### src/rtl/rf_param.sv
// rf_param: parameterised register file with two combinational read ports,
// one write port, optional write-to-read bypass, optional hardwired-zero r0,
// and a per-register busy scoreboard with a sticky double-reserve error flag.
module rf_param #(
  parameter int unsigned WIDTH   = 16,
  parameter int unsigned ADDR_W  = 3,
  parameter int unsigned BYPASS  = 1,
  parameter int unsigned ZERO_R0 = 0
) (
  input  logic              clk,
  input  logic              rst,
  input  logic [ADDR_W-1:0] read1regsel,
  input  logic [ADDR_W-1:0] read2regsel,
  input  logic [ADDR_W-1:0] writeregsel,
  input  logic [WIDTH-1:0]  writedata,
  input  logic              write,
  input  logic [ADDR_W-1:0] rsvregsel,
  input  logic              rsv,
  output logic [WIDTH-1:0]  read1data,
  output logic [WIDTH-1:0]  read2data,
  output logic              read1busy,
  output logic              read2busy,
  output logic              err
);

  localparam int unsigned DEPTH = 2 ** ADDR_W;

  logic [WIDTH-1:0] regs [DEPTH];
  logic [DEPTH-1:0] busy;
  logic             we;
  logic             rv;
  logic             r1_zero;
  logic             r2_zero;
  logic             r1_fwd;
  logic             r2_fwd;

  // Qualified write/reserve strobes; register 0 is untouchable when hardwired to zero
  always_comb begin
    we      = write && !((ZERO_R0 != 0) && (writeregsel == '0));
    rv      = rsv   && !((ZERO_R0 != 0) && (rsvregsel   == '0));
    r1_zero = (ZERO_R0 != 0) && (read1regsel == '0);
    r2_zero = (ZERO_R0 != 0) && (read2regsel == '0);
    r1_fwd  = (BYPASS != 0) && we && (writeregsel == read1regsel);
    r2_fwd  = (BYPASS != 0) && we && (writeregsel == read2regsel);
  end

  // Read port 1: hardwired zero, then forwarded write data, then stored value
  always_comb begin
    read1data = regs[read1regsel];
    read1busy = busy[read1regsel];
    if (r1_zero) begin
      read1data = '0;
      read1busy = 1'b0;
    end else if (r1_fwd) begin
      read1data = writedata;
      read1busy = 1'b0;
    end
  end

  // Read port 2: same priority as port 1
  always_comb begin
    read2data = regs[read2regsel];
    read2busy = busy[read2regsel];
    if (r2_zero) begin
      read2data = '0;
      read2busy = 1'b0;
    end else if (r2_fwd) begin
      read2data = writedata;
      read2busy = 1'b0;
    end
  end

  // Register storage
  always_ff @(posedge clk or negedge rst) begin
    if (!rst) begin
      regs <= '{default: '0};
    end else if (we) begin
      regs[writeregsel] <= writedata;
    end
  end

  // Busy scoreboard: the reserve is applied after the clear so set wins on a collision
  always_ff @(posedge clk or negedge rst) begin
    if (!rst) begin
      busy <= '0;
    end else begin
      if (we) busy[writeregsel] <= 1'b0;
      if (rv) busy[rsvregsel]   <= 1'b1;
    end
  end

  // Sticky error: reserving an already-busy register not being written this cycle
  always_ff @(posedge clk or negedge rst) begin
    if (!rst) begin
      err <= 1'b0;
    end else if (rv && busy[rsvregsel] && !(we && (writeregsel == rsvregsel))) begin
      err <= 1'b1;
    end
  end

endmodule

### config.mk
export PLATFORM = sky130hd
export DESIGN_NAME = rf_param
export DESIGN_NICKNAME = d
export VERILOG_FILES = /design/src/rtl/rf_param.sv
export SDC_FILE = /design/constraint.sdc
export NUM_CORES = 1
export LEC_CHECK = 0
export CAP_MARGIN = 40
export CELL_PAD_IN_SITES_DETAIL_PLACEMENT = 0
export CELL_PAD_IN_SITES_GLOBAL_PLACEMENT = 1
export CORE_ASPECT_RATIO = 0.5
export CORE_MARGIN = 3
export CORE_UTILIZATION = 25
export CTS_BUF_LIST = sky130_fd_sc_hd__clkbuf_16
export DETAILED_ROUTE_END_ITERATION = 10
export GPL_TIMING_DRIVEN = 0
export PLACE_DENSITY_LB_ADDON = 0.12
export SYNTH_ARGS = -nofsm -noshare
export SYNTH_HDL_FRONTEND = slang
export SYNTH_SLANG_ARGS = --single-unit
### constraint.sdc
create_clock -name clk -period 2.5 [get_ports clk]
set_input_delay 0.375 -clock clk [delete_from_list [all_inputs] [get_ports clk]]
set_output_delay 0.375 -clock clk [all_outputs]
set_load 0.02 [all_outputs]
==> reports/results.md <==
| Parameter | Reported | Unit |
| --- | --- | --- |
| Outcome | completed | - |
| IO Pins | 67 | - |
| Setup WS post-layout | 0.04720 | ns |
| DIE AREA | 0.03489 | mm2 |
| Clock buffer depth | 2 | - |
| Synth area leader | dfrtp_1 | - |
| Count of H-tree levels built during CTS | 4 | - |
| Top library cells by usage in the layout, fill and taps aside | 185 x mux2_2, 137 x dfrtp_1, 55 x mux4_1, 42 x buf_2, 18 x buf_6 | - |
| Total routing usage reported by global routing | 14.28 | % |
| Filler-free cell count of the finished design | 1,028 | - |
| Count of clock tree sinks | 137 | - |
| Area growth, synth to finish | 19.26 | % |
| CTS hold repair buffers | 0 | - |
| DR vias/cell | 4.786 | - |
| Wire length of the first global-routing pass | 35,620 | um |
| CP max FO | 4 | - |
| Post-Layout Inst Area | 0.009707 | mm2 |
| Share of total power in sequential cells | 38.6 | % |
| Fraction of final layout cells with drive strength greater than 1 | 54.87 | % |
| Final routed DRC violation total | 0 | - |
| Power per cell area | 807.7 | mW/mm2 |
| Most frequent standard cell in the layout excluding fill and tap cells | mux2_2 | - |
| Proportion of netlist area held by the largest area contributor | 42.12 | % |
| Count of cell types in the netlist | 27 | - |
| Layout Skew | 0.0006516 | ns |
| Maximum VDD drop | 0.0003814 | V |
| Number of max-cap violations | 0 | - |
| Number of antenna violations at the first check in global routing | 0 | - |
| Final-layout worst hold slack | 0.003189 | ns |
| CTS Root Buffer Type | clkbuf_16 | - |
| Vias post-DR | 4,920 | - |
| Max-Slew Margin vs Limit | 46.39 | % |
| Start of the worst register-to-register path | busy[6] | - |
| Initial core utilization | 25.53 | % |
| Routability congestion estimate from global placement | 0.6937 | - |
| Clock transition at the registers of the reported paths | 0.06 | ns |
| FF+latch count, synth | 137 | - |
| Warning count from the yosys run | 0 | - |
| Number of nets with antenna violations after routing | 0 | - |
| Via count of the first global-routing pass | 5,239 | - |
| Detailed placer's ending HPWL | 15,160 | um |
| Net count of the mapped netlist | 540 | - |
| Pins over their slew limit | 0 | - |
| Start-to-end type of the worst setup path | in -> out | - |
| Area contributors post-synth | dfrtp_1 42%, mux2_2 26%, mux4_1 22% | - |
| Transition time at the pin with the least slew margin | 0.8042 | ns |
| CTS tree | built | - |
| Fmax achieved | 0.4077 | GHz |
| Syn Inst Count | 508 | - |
| Fin. Hold Viols | 0 | - |
| Worst path arrival time | 2.08 | ns |
| HP Class | in -> async | - |
| Chip height | 133.6 | um |
| Die width | 261.2 | um |
| Setup violations, final | 0 | - |
| Leakage dissipation | 4.091 | nW |
| Drt wl/cell | 23.18 | um |
| Number of fillers in the final layout | 3,214 | - |
| Final Routed Wirelength | 23,830 | um |
| Synth Cell Area | 0.008139 | mm2 |
| Switching pwr | 2.234 | mW |
| Category of the worst setup path launch point | input pin | - |
| Start point of the critical path | writeregsel[1] | - |
| Post-route fraction of the period consumed by the critical path | 98.11 | % |
| Detailed Routing Iterations Pass 1 | 4 | - |
| Share of power burned in combinational logic | 26.7 | % |
| Sequential cell area fraction in the yosys report | 42.12 | % |
| Core area | 0.03189 | mm2 |
| Final antenna diode count | 0 | - |
| Final sum of negative setup slack | 0 | ns |
| Min Tclk post-route | 2.453 | ns |
| Cell count after placement | 988 | - |
| Detailed Route Iter0 Violations | 252 | - |
| Worst Setup Slack post-DPL | -1.132 | ns |
| Mean area per synthesized cell | 16.02 | um2 |
| WP data required | 2.12 | ns |
| Number of CTS-inserted buffers | 17 | - |
| Endpoint kind of the worst setup timing path | output port | - |
| Portion of total power attributed to the clock network | 34.7 | % |
| Clk_lat worst skew | 0.44 | ns |
| Int Power | 5.606 | mW |
| Nets | 615 | - |
| Area of placed instances | 0.009180 | mm2 |
| Number of input and output port buffers inserted | 40 | - |
| Unrepaired setup endpoints after global routing | yes | - |
| Core Rows | 46 | - |
| Fraction of power spent switching nets | 28.49 | % |
| Grt total ovfl | 0 | - |
| Pin count of the biggest net entering global routing | 80 | - |
-- through the flow --
step	utilization (%)	power, mW
final	30.44	7.840
after global routing	30.44	8.285
after CTS	30.56	7.965
after detailed placement	28.79	5.325
after global placement	28.48	5.271
after floorplan	-	4.534
-- cell type report --
cell class,instances,area [um2],area share (%)
Sequential cell,137,3428,35.32
Tap cell,432,540.5,5.568
Multi-Input combinational cell,312,4325,44.56
Timing Repair Buffer,56,400.4,4.125
Clock inverter,15,201.4,2.075
Clock buffer,17,425.4,4.383
Buffer,52,359.1,3.699
Inverter,7,26.28,0.2707
-- state kept, by name (all words and copies together) (netlist names) --
register	count
busy	8
err	1
regs	128
-- routing by layer --
| layer | global-route usage (%) | up-vias | part of all wire [%] |
|---|---|---|---|
| li1 | - | 2172 | - |
| met1 | 19.69 | 2659 | 48 |
| met2 | 22.72 | 72 | 47 |
| met3 | 3.476 | 17 | 3.9 |
| met4 | 3.319 | 0 | 0.91 |
| met5 | 0 | - | 0 |
-- critical path, cell delays in order --
cell and delay [ns]:
clkdlybuf4s50_1 0.46, buf_6 0.14, xnor2_1 0.11, nand4_1 0.09, buf_4 0.16, buf_4 0.18
mux2_2 0.38, buf_2 0.17
-- Yosys cell counts --
cell         n
buf_2       11
clkbuf_1    10
nand2_1      9
nor3_2       2
o32ai_1      3
o22ai_1      2
xnor2_1      9
nand4b_1     3
o21ai_0      4
inv_1        7
buf_4        3
and4_1       1
mux2_4      10
a311o_1      1
nand2b_1     3
nor3b_2      2
o41ai_1      1
nor4b_1      1
and2_1       3
a2111oi_0    1
mux2i_1      1
mux2_2     185
buf_6       12
mux4_1      68
buf_1       16
dfrtp_1    137
nand4_1      3
-- power groups by stage --
stage          clock network, mW  registers, mW  logic, mW
2_1_floorplan                  0           2.93       1.60
3_3_place_gp                   0           3.03       2.24
3_5_place_dp                   0           3.05       2.28
4_1_cts                     2.82           3.01       2.14
5_1_grt                     2.93           3.10       2.26
6_report                    2.72           3.03       2.09
-- repair_timing --
item | CTS | global route
resized for setup | 157 | 12
pin swaps | 2 | 0
gates cloned | 1 | 0
setup buffers | 7 | 0
setup endpoints to repair | 34 | 8
-- kinds of logic after synthesis --
family	count (synthesis)	synth area share [%]
DFF	137	42.12
AOI/OAI and AO/OA	12	1.061
and+or+nand+nor	27	2.198
xor gates and xnor gates	9	0.9685
muxes	264	49.52
buffers and inverters	59	4.135
-- path summary, 6_finish.rpt --
path / endpoint / slack (ns) / depth (start not counted)
min reg2reg: err / 0.48 / 2
max reg2reg: err / 1.20 / 3
max: read2data[2] / 0.05 / 8
max in group asynchronous: regs[52] / 1.69 / 2
min: regs[92] / 0.003 / 1
min in group clk: busy[0] / 0.29 / 2
Note: power is estimated with default switching activity, not from simulation.
